<file path="src/rtl/debug_frame_bridge.sv">
// debug_frame_bridge: host-link request framer (SYNC, CMD, CHK) in front of the debug command
// interface. Issues one command strobe per good frame, captures the response burst and sends
// it back as SYNC_TX, LEN, BODY, CHK on a valid/ready stream.
// Optional build macro DBG_FRAME_RX_TIMEOUT_EN adds an inter-byte RX timeout in GET_CMD/GET_CHK.
module debug_frame_bridge #(
  parameter int unsigned BUF_DEPTH    = 16,
  parameter int unsigned RESP_TIMEOUT = 64,
  parameter int unsigned RX_TIMEOUT   = 1024,
  parameter logic [7:0]  SYNC_RX      = 8'hA5,
  parameter logic [7:0]  SYNC_TX      = 8'h5A
) (
  input  logic       clk,
  input  logic       rst_n,
  input  logic [7:0] i_rx_data,
  input  logic       i_rx_valid,
  output logic       o_rx_ready,
  output logic [7:0] o_tx_data,
  output logic       o_tx_valid,
  input  logic       i_tx_ready,
  output logic [7:0] o_debug_cmd,
  output logic       o_debug_cmd_valid,
  input  logic [7:0] i_debug_resp,
  input  logic       i_debug_resp_valid,
  output logic       o_busy,
  output logic       o_resp_truncated,
  output logic [7:0] o_rx_err_count
);

  localparam int unsigned IW = $clog2(BUF_DEPTH);
  localparam int unsigned CW = IW + 1;
  localparam int unsigned TW = $clog2(RESP_TIMEOUT + 1);
  localparam logic [TW-1:0] RespLast = TW'(RESP_TIMEOUT - 1);

  typedef enum logic [3:0] {
    StIdle,
    StGetCmd,
    StGetChk,
    StIssue,
    StCollect,
    StTxHdr,
    StTxLen,
    StTxBody,
    StTxChk
  } state_e;

  state_e r_state, w_state_next;

  logic [7:0]    r_cmd, w_cmd_next;
  logic [CW-1:0] r_count, w_count_next;
  logic [IW-1:0] r_idx, w_idx_next;
  logic [TW-1:0] r_timer, w_timer_next;
  logic [7:0]    r_sum, w_sum_next;
  logic          r_trunc, w_trunc_next;
  logic [7:0]    r_err, w_err_next;
  logic          w_buf_we;

  logic          r_rx_ready;
  logic          r_busy;
  logic          r_cmd_valid;
  logic          r_tx_valid, w_tx_valid_next;
  logic [7:0]    r_tx_data, w_tx_data_next;

  logic [7:0]    r_buf [BUF_DEPTH];

  logic          w_rx_fire;
  logic          w_tx_fire;
  logic          w_buf_room;
  logic [7:0]    w_len;
  logic [7:0]    w_err_inc;

  assign w_rx_fire  = i_rx_valid & r_rx_ready;
  assign w_tx_fire  = r_tx_valid & i_tx_ready;
  assign w_buf_room = (r_count < CW'(BUF_DEPTH));
  assign w_len      = 8'(r_count);
  assign w_err_inc  = (r_err == 8'hFF) ? r_err : r_err + 8'd1;

`ifdef DBG_FRAME_RX_TIMEOUT_EN
  localparam int unsigned RTW = $clog2(RX_TIMEOUT + 1);
  localparam logic [RTW-1:0] RxLast = RTW'(RX_TIMEOUT - 1);

  logic [RTW-1:0] r_rx_timer;
  logic           w_rx_wait;
  logic           w_rx_timeout;

  assign w_rx_wait    = ((r_state == StGetCmd) || (r_state == StGetChk)) && !w_rx_fire;
  assign w_rx_timeout = w_rx_wait && (r_rx_timer == RxLast);

  // Inter-byte idle counter; restarts on every accepted byte and on leaving the request states.
  always_ff @(posedge clk or negedge rst_n) begin
    if (!rst_n) begin
      r_rx_timer <= '0;
    end else if (w_rx_wait && !w_rx_timeout) begin
      r_rx_timer <= r_rx_timer + RTW'(1);
    end else begin
      r_rx_timer <= '0;
    end
  end
`endif

  // Next-state and datapath updates for request parsing, response capture and TX sequencing.
  always_comb begin
    w_state_next = r_state;
    w_cmd_next   = r_cmd;
    w_count_next = r_count;
    w_idx_next   = r_idx;
    w_timer_next = r_timer;
    w_sum_next   = r_sum;
    w_trunc_next = r_trunc;
    w_err_next   = r_err;
    w_buf_we     = 1'b0;

    unique case (r_state)
      StIdle: begin
        if (w_rx_fire && (i_rx_data == SYNC_RX)) begin
          w_state_next = StGetCmd;
        end
      end
      StGetCmd: begin
        // A second SYNC_RX here is a legal command byte, not a resync.
        if (w_rx_fire) begin
          w_cmd_next   = i_rx_data;
          w_state_next = StGetChk;
        end
`ifdef DBG_FRAME_RX_TIMEOUT_EN
        else if (w_rx_timeout) begin
          w_err_next   = w_err_inc;
          w_state_next = StIdle;
        end
`endif
      end
      StGetChk: begin
        if (w_rx_fire) begin
          if (i_rx_data == (r_cmd ^ SYNC_RX)) begin
            w_state_next = StIssue;
          end else begin
            w_err_next   = w_err_inc;
            w_state_next = StIdle;
          end
        end
`ifdef DBG_FRAME_RX_TIMEOUT_EN
        else if (w_rx_timeout) begin
          w_err_next   = w_err_inc;
          w_state_next = StIdle;
        end
`endif
      end
      StIssue: begin
        w_count_next = '0;
        w_timer_next = '0;
        w_sum_next   = 8'h00;
        w_trunc_next = 1'b0;
        w_state_next = StCollect;
      end
      StCollect: begin
        if (i_debug_resp_valid) begin
          if (w_buf_room) begin
            w_buf_we     = 1'b1;
            w_count_next = r_count + CW'(1);
            w_sum_next   = r_sum ^ i_debug_resp;
          end else begin
            w_trunc_next = 1'b1;
          end
        end else if (r_count != '0) begin
          // Burst ended; truncation implies count is already nonzero.
          w_idx_next   = '0;
          w_state_next = StTxHdr;
        end else if (r_timer == RespLast) begin
          w_idx_next   = '0;
          w_state_next = StTxHdr;
        end else begin
          w_timer_next = r_timer + TW'(1);
        end
      end
      StTxHdr: begin
        if (w_tx_fire) begin
          w_state_next = StTxLen;
        end
      end
      StTxLen: begin
        if (w_tx_fire) begin
          w_idx_next   = '0;
          w_state_next = (r_count == '0) ? StTxChk : StTxBody;
        end
      end
      StTxBody: begin
        if (w_tx_fire) begin
          if ({1'b0, r_idx} == (r_count - CW'(1))) begin
            w_state_next = StTxChk;
          end else begin
            w_idx_next = r_idx + IW'(1);
          end
        end
      end
      StTxChk: begin
        if (w_tx_fire) begin
          w_state_next = StIdle;
        end
      end
      default: begin
        w_state_next = StIdle;
      end
    endcase
  end

  // TX byte for the upcoming state; holds automatically while the sink stalls.
  always_comb begin
    w_tx_valid_next = 1'b0;
    w_tx_data_next  = 8'h00;
    case (w_state_next)
      StTxHdr: begin
        w_tx_valid_next = 1'b1;
        w_tx_data_next  = SYNC_TX;
      end
      StTxLen: begin
        w_tx_valid_next = 1'b1;
        w_tx_data_next  = w_len;
      end
      StTxBody: begin
        w_tx_valid_next = 1'b1;
        w_tx_data_next  = r_buf[w_idx_next];
      end
      StTxChk: begin
        w_tx_valid_next = 1'b1;
        w_tx_data_next  = w_len ^ r_sum;
      end
      default: begin
        w_tx_valid_next = 1'b0;
        w_tx_data_next  = 8'h00;
      end
    endcase
  end

  // State, counters and registered outputs.
  always_ff @(posedge clk or negedge rst_n) begin
    if (!rst_n) begin
      r_state     <= StIdle;
      r_cmd       <= 8'h00;
      r_count     <= '0;
      r_idx       <= '0;
      r_timer     <= '0;
      r_sum       <= 8'h00;
      r_trunc     <= 1'b0;
      r_err       <= 8'h00;
      r_rx_ready  <= 1'b0;
      r_busy      <= 1'b0;
      r_cmd_valid <= 1'b0;
      r_tx_valid  <= 1'b0;
      r_tx_data   <= 8'h00;
    end else begin
      r_state     <= w_state_next;
      r_cmd       <= w_cmd_next;
      r_count     <= w_count_next;
      r_idx       <= w_idx_next;
      r_timer     <= w_timer_next;
      r_sum       <= w_sum_next;
      r_trunc     <= w_trunc_next;
      r_err       <= w_err_next;
      r_rx_ready  <= (w_state_next == StIdle) || (w_state_next == StGetCmd) ||
                     (w_state_next == StGetChk);
      r_busy      <= (w_state_next != StIdle);
      r_cmd_valid <= (w_state_next == StIssue);
      r_tx_valid  <= w_tx_valid_next;
      r_tx_data   <= w_tx_data_next;
    end
  end

  // Response capture storage; contents are only meaningful below r_count.
  always_ff @(posedge clk) begin
    if (w_buf_we) begin
      r_buf[r_count[IW-1:0]] <= i_debug_resp;
    end
  end

  assign o_rx_ready        = r_rx_ready;
  assign o_tx_data         = r_tx_data;
  assign o_tx_valid        = r_tx_valid;
  assign o_debug_cmd       = r_cmd;
  assign o_debug_cmd_valid = r_cmd_valid;
  assign o_busy            = r_busy;
  assign o_resp_truncated  = r_trunc;
  assign o_rx_err_count    = r_err;

endmodule

</file>
<file path="config.mk">
export PLATFORM = sky130hd
export DESIGN_NAME = debug_frame_bridge
export DESIGN_NICKNAME = d
export VERILOG_FILES = /design/src/rtl/debug_frame_bridge.sv
export SDC_FILE = /design/constraint.sdc
export NUM_CORES = 1
export LEC_CHECK = 0
export ABC_AREA = 1
export CORE_UTILIZATION = 60
export DETAILED_ROUTE_END_ITERATION = 6
export PLACE_DENSITY = 0.78
export RECOVER_POWER = 25
export SLEW_MARGIN = 15
export SYNTH_ARGS = -nofsm -noshare
export SYNTH_HDL_FRONTEND = slang
export SYNTH_SLANG_ARGS = --single-unit
</file>
<file path="constraint.sdc">
create_clock -name clk -period 3 [get_ports clk]
set_clock_uncertainty 0.2 [all_clocks]
set_input_delay 0.3 -clock clk [delete_from_list [all_inputs] [get_ports clk]]
set_output_delay 0.3 -clock clk [all_outputs]
set_load 0.01 [all_outputs]
</file>
==> impl_metrics.toml, run 1 <==
[clocking]
path_clk_slew_ns = 0.07
cts-buffers-inserted = 17
cts_tree = "done"
cts_buffer_depth = 2
root_buffer = "clkbuf_16"
clock_latency_ns = 0.43
clock_sinks = 185
htreeDepth = 4

[worst_setup_path]
worstRegToRegCells = 19
rrSetupSlack_ns = 0.20
cp_top_family = "simple AND/OR/NAND/NOR gates"
worstSetupPathType = "register to register"
crit_chain = "inv_2 -> ha_1 -> nand2_1 -> clkinv_1 -> nor2_1 -> nand3_1 -> nor2_2 -> nand2_4 -> nand2_4 -> nand2_1 -> nand3_4 -> nand2_4 -> buf_12 -> nand2_1 -> nand3_1 -> nand3_2 -> nand3_1 -> nand3_1 -> nand2_1"
worstSetupStartpointType = "register"
critPathMaxFanout = 17
critPathArrivalTime_ns = 2.91
path_buf_inv = 3
crit_required_ns = 3.10
critPathCaptureType = "register"
r2r_start = "r_count[0]"
r2r_end = "o_tx_data[6]"
slowest_delay_ns = 0.36
crit_slowest_cell = "dfrtp_1"

[power_and_ir_drop]
peakVddDrop_v = 0.000406
p_comb_share_pct = 3.6
power.switching_mw = 1.12
internal_power_mw = 4.00
pwr-share-clk_pct = 42.1
power.leakage_nw = 4.01
power.density_nw_per_um2 = 517
p_seq_share_pct = 54.3
sw_frac_of_total_pct = 21.8

[die]
die_h_um = 121
core_um2 = 13500
boundaryPins = 50
dieArea_um2 = 14500
die_w_um = 121
row_count = 42
start_util_pct = 62.5

[sta]
post-route-period-util_pct = 93.4
hold_viol_final = 0
maxSlewHeadroom_pct = -15.7
setup_slack_ns = 0.199
tightest_slew_ns = 1.74
setup_viol = 0
min_period_ns = 2.80
rsz0062_at_grt = "yes"
maxSlewViolCount = 31
whs_ns = 0.297
max_freq_mhz = 357

[min_path]
min_from = "o_resp_truncated"
hold_path.class = "register to register"
worstHoldPathCells = 2
holdPathEnd = "o_resp_truncated"

[finish]
layout_common_cells = "nand3_1, nand2_1, edfxtp_1"
syn2layout_area_growth_pct = 17.2
drive_above_1_share_pct = 10.5
antenna_cells = 0
finalNonFillerCells = 1088
final_util_pct = 73.2
final_common_cell = "nand3_1"
num-nets-final = 928
num-fill-cells = 921

[yosys]
ys_types = 39
ys_ff_latch = 185
postSynth.asyncResetShare_pct = 30.8
synth_area_um2 = 8440
yosysSeqAreaShare_pct = 62.4
syn-instance-count = 831
synth_edf_count = 128
ys.flop_type = "edfxtp_1"
syn_area_per_cell_um2 = 10.2
syn-num-nets = 860
synth_warnings = 0

[routing]
first_pass_iters = 7
vias = 6489
ant_nets = 0
drc = 10
wl_per_cell_um = 19.2
vias_per_cell = 5.96
drt_iter0_markers = 826
drt_wl_total_um = 20900

[placed_design]
gp_congestion = 0.932
placed_cells = 1051
dpl.hpwl_um = 13300
dp_slack_ns = 0.145
port_buffers = 49

[grt]
track_usage_pct = 29.8
grt_max_degree = 65
grt_overflow_total = 0
antenna_found_initial = 0
grt_pass1_vias = 6162
grt_pass1_wl_um = 32200

[status]
violations = "design-rule violations, max-capacitance violations, max-slew violations"
status = "finished, violations left"

[flow_run]
cap_violations = 1
power groups by stage:
stage / combinational [mW] / sequential, mW / clock [mW]
after global placement: 0.177 / 2.83 / 0
final: 0.183 / 2.78 / 2.15
after detailed placement: 0.183 / 2.83 / 0
after floorplan: 0.0529 / 2.83 / 0
after CTS: 0.185 / 2.78 / 2.16
after global routing: 0.203 / 2.78 / 2.26
metrics by stage:
stage | total power [mW] | TNS [ns] | cell area [um2]
6_report | 5.11 | 0 | 9890
3_5_place_dp | 3.01 | 0 | 9200
3_3_place_gp | 3.01 | 0 | 9200
2_1_floorplan | 2.89 | 0 | 8440
4_1_cts | 5.12 | 0 | 9780
5_1_grt | 5.24 | -0.0181 | 9890
flip-flops by register name (all words and copies together) (netlist names), 4 cells and up:
| signal | flops |
|---|---|
| r_count | 5 |
| o_tx_data | 8 |
| r_state | 4 |
| r_timer | 7 |
| r_buf | 128 |
| r_sum | 8 |
| r_idx | 4 |
| o_debug_cmd | 8 |
| o_rx_err_count | 8 |
cell usage after synthesis, types with 2 or more instances:
library cell | instances | area [um2]
nand3_1 | 205 | 1030
nand2_1 | 177 | 664
edfxtp_1 | 128 | 3840
dfrtp_1 | 57 | 1430
nor2_1 | 50 | 188
inv_1 | 46 | 173
a21oi_1 | 24 | 120
nor3_1 | 21 | 105
o21ai_0 | 15 | 75.1
buf_2 | 14 | 70.1
buf_4 | 11 | 82.6
inv_2 | 10 | 37.5
xor2_1 | 9 | 78.8
buf_6 | 8 | 90.1
ha_1 | 8 | 100
and3_1 | 6 | 37.5
xnor2_1 | 6 | 52.6
nand2_2 | 4 | 25.0
nand4_1 | 3 | 18.8
nor4_1 | 3 | 18.8
a21oi_2 | 2 | 17.5
a32oi_1 | 2 | 17.5
clkbuf_1 | 2 | 7.51
nand2_4 | 2 | 22.5
nand3_2 | 2 | 20.0
nor2_2 | 2 | 12.5
nor3_2 | 2 | 20.0
worst register-to-register path: stages, from the launching register on:
cell and delay (ns):
dfrtp_1 0.36, inv_2 0.04, ha_1 0.33, nand2_1 0.08, clkinv_1 0.05, nor2_1 0.08, nand3_1 0.09, nor2_2 0.13
nand2_4 0.09, nand2_4 0.08, nand2_1 0.09, nand3_4 0.13, nand2_4 0.11, buf_12 0.17, nand2_1 0.09, nand3_1 0.13
nand3_2 0.13, nand3_1 0.10, nand3_1 0.10, nand2_1 0.10
worst max path at each step:
stage,depth (start not counted),end,start
2_1_floorplan,20,o_tx_data[0],r_count[0]
4_1_cts,18,o_tx_data[6],r_count[1]
6_report,19,o_tx_data[6],r_count[0]
3_5_place_dp,19,o_tx_data[2],r_count[1]
5_1_grt,19,o_tx_data[6],r_count[0]
3_3_place_gp,18,o_tx_data[2],r_count[1]
cells by family (layout without fill, tap and decap cells):
kind of cell / Yosys count / after routing / synth area share [%]
and+or+nand+nor: 480 / 480 / 25.9
DFF: 185 / 185 / 62.4
buffers and inverters: 93 / 174 / 5.57
AOI/OAI and AO/OA: 50 / 50 / 3.37
xor gates and xnor gates: 15 / 15 / 1.56
adders and majority gates: 8 / 8 / 1.19
area by class of cell:
| type | count | area, um2 | share of cell area, % |
|---|---|---|---|
| flip-flops and latches | 185 | 5270 | 53.3 |
| inverters | 58 | 220 | 2.23 |
| multi-input cells | 553 | 2730 | 27.6 |
| well taps | 176 | 220 | 2.23 |
| repair buffers | 84 | 877 | 8.87 |
| clock buffers | 18 | 429 | 4.34 |
| clock inverters | 14 | 140 | 1.42 |
layer usage:
layer	global-route usage (%)	share of wire [%]	vias to the layer above
met5	0	0	-
met4	10.7	1.6	0
met3	6.70	8.3	32
met2	47.1	49	299
met1	41.0	41	3142
li1	-	-	3016
repair_timing:
item,CTS,global route
resized for setup,0,6
buffers inserted,0,1
endpoints found under the setup margin,0,8
endpoints found under the hold margin,29,0
hold buffers,1,0
Note: power is estimated with default switching activity, not from simulation.
==> run 2: changes to the inputs <==
GPL_ROUTABILITY_DRIVEN = 0   (was not set)
RECOVER_POWER = not set   (was 25)
==> run 2 against run 1 <==
The run now ends clean; core utilization up 0.95 points; sequential share of layout area down 0.68 points; hold slack better by 0.0076 ns; flip-flop and latch count unchanged; critical path depth unchanged; largest cell class unchanged; critical endpoint is now o_tx_data[1]; via count up 5.9%; register-to-register slack worse by 0.04 ns; clock power about the same; first-iteration DRC count up 23%.
==> impl_metrics.toml, run 2 (synthesized netlist as in run 1, its figures left out) <==
[sta]
tightest_slew_ns = 0.877
maxSlewHeadroom_pct = 41.5
setup_slack_ns = 0.159
maxSlewViolCount = 0
post-route-period-util_pct = 94.7
min_period_ns = 2.84
max_freq_mhz = 352
whs_ns = 0.304
setup_viol = 0
hold_viol_final = 0
rsz0062_at_grt = "no"
tns_ns = 0

[clocking]
clock_latency_ns = 0.44
cts_tree = "done"
path_clk_slew_ns = 0.07
cts-buffers-inserted = 17
cts_buffer_depth = 2
clock_sinks = 185
htreeDepth = 4
root_buffer = "clkbuf_16"

[routing]
wl_met1_um = 8590
wl_met3_um = 2590
top_layer_used = "met4"
vias = 6874
first_pass_iters = 7
ant_nets = 0
drt_iter0_markers = 1020
vias_per_cell = 6.30
wl_met2_um = 10900
drt_wl_total_um = 22800
wl_per_cell_um = 20.9
drc = 0

[die]
start_util_pct = 62.5
boundaryPins = 50
row_count = 42
die_h_um = 121
dieArea_um2 = 14500
die_w_um = 121
core_um2 = 13500

[worst_setup_path]
worstSetupPathType = "register to register"
r2r_start = "r_count[1]"
critPathMaxFanout = 16
crit_chain = "inv_2 -> ha_4 -> nand2_1 -> clkinv_1 -> nor2_1 -> nand3_1 -> nor2_2 -> nand2_4 -> nand2_4 -> nand2_1 -> nand3_4 -> nand2_8 -> clkbuf_16 -> nand2_1 -> nand3_1 -> nand3_1 -> nand3_1 -> nand3_1 -> nand2_1"
critPathCaptureType = "register"
startpoint = "r_count[1]"
worstSetupStartpointType = "register"
crit_slowest_cell = "dfrtp_1"
crit_top_cell = "nand3_1"
critPathArrivalTime_ns = 2.96
crit_required_ns = 3.12
slowest_delay_ns = 0.41

[placed_design]
port_buffers = 49
dpl.hpwl_um = 13900
dp_slack_ns = 0.103

[finish]
layout_common_cells = "nand3_1, nand2_1, edfxtp_1"
drive_above_1_share_pct = 12.0
num-fill-cells = 880
num-nets-final = 931
final_common_cell = "nand3_1"
syn2layout_area_growth_pct = 18.7
largest_register_ffs = 128
antenna_cells = 0

[power_and_ir_drop]
power_mw = 5.13
power.density_nw_per_um2 = 512
power.leakage_nw = 4.05
peakVddDrop_v = 0.000356

[grt]
track_usage_pct = 31.2
antenna_found_initial = 0
grt_pass1_vias = 6419
grt_pass1_wl_um = 33800
grt_overflow_total = 0
grt_max_degree = 65

[status]
status = "completed"

[flow_run]
cap_violations = 0

[min_path]
hold_path.class = "input pin to register"
min_from = "i_rx_data[1]"
## run 2: cell types whose count changed in the layout (fill, tap and decap cells not counted), moves of 2 or more
cell / change
clkbuf_8: +2
nand3_2: +6
clkinvlp_4: +3
clkdlybuf4s50_1: +5
inv_6: -2
nand3_1: -6
dlygate4sd3_1: -5
clkbuf_16: +2
## run 2: metal layers
layer	track usage, %	up-vias
li1	-	3026
met3	5.75	77
met4	12.1	0
met1	44.3	3286
met5	0	-
met2	48.1	485
## run 2: final cells by class
| type | count | area [um2] | share of cell area (%) |
|---|---|---|---|
| clock buffer | 20 | 457 | 4.56 |
| clock inverter | 12 | 113 | 1.12 |
| inverter | 58 | 224 | 2.24 |
| multi-input combinational | 553 | 2800 | 27.9 |
| sequential | 185 | 5270 | 52.6 |
| tap | 176 | 220 | 2.20 |
| timing repair buffer | 87 | 940 | 9.38 |
## run 2: power by group
| group | switching (mW) | internal (mW) | leakage (nW) |
|---|---|---|---|
| combinational | 0.111 | 0.0764 | 1.90 |
| sequential | 0.0219 | 2.76 | 1.88 |
| clock | 0.971 | 1.20 | 0.273 |
## run 2: worst max-delay path, delay by kind of cell (launching register included)
family / cells / cell delay, ns
adder cells (fa/ha/maj): 1 / 0.20
flip-flops: 1 / 0.41
buffers and inverters: 3 / 0.34
AND/OR/NAND/NOR: 15 / 1.54
## run 2: what timing repair did
item | in CTS | in global routing
buffers inserted | 0 | 1
hold buffers | 1 | 0
resized for setup | 0 | 18
hold endpoints to repair | 37 | 0
endpoints found under the setup margin | 0 | 8
## run 2: worst paths after layout
check	depth (start not counted)	slack [ns]	endpoint
worst min-delay path	3	0.30	o_debug_cmd[1]
worst max-delay path	19	0.16	o_tx_data[1]
min in group asynchronous	2	0.34	o_rx_err_count[1]
worst min register to register	2	0.31	r_timer[1]
worst max register to register	19	0.16	o_tx_data[1]
max in group asynchronous	3	1.46	o_tx_data[7]
## run 2: per-stage QoR
stage	std cells	area, um2	util (%)
final	1091	10000	74.2
after global routing	1091	10000	74.2
after CTS	1084	9780	72.4
after detailed placement	1051	9200	68.1
after global placement	1051	9200	68.1
after floorplan	831	8440	-
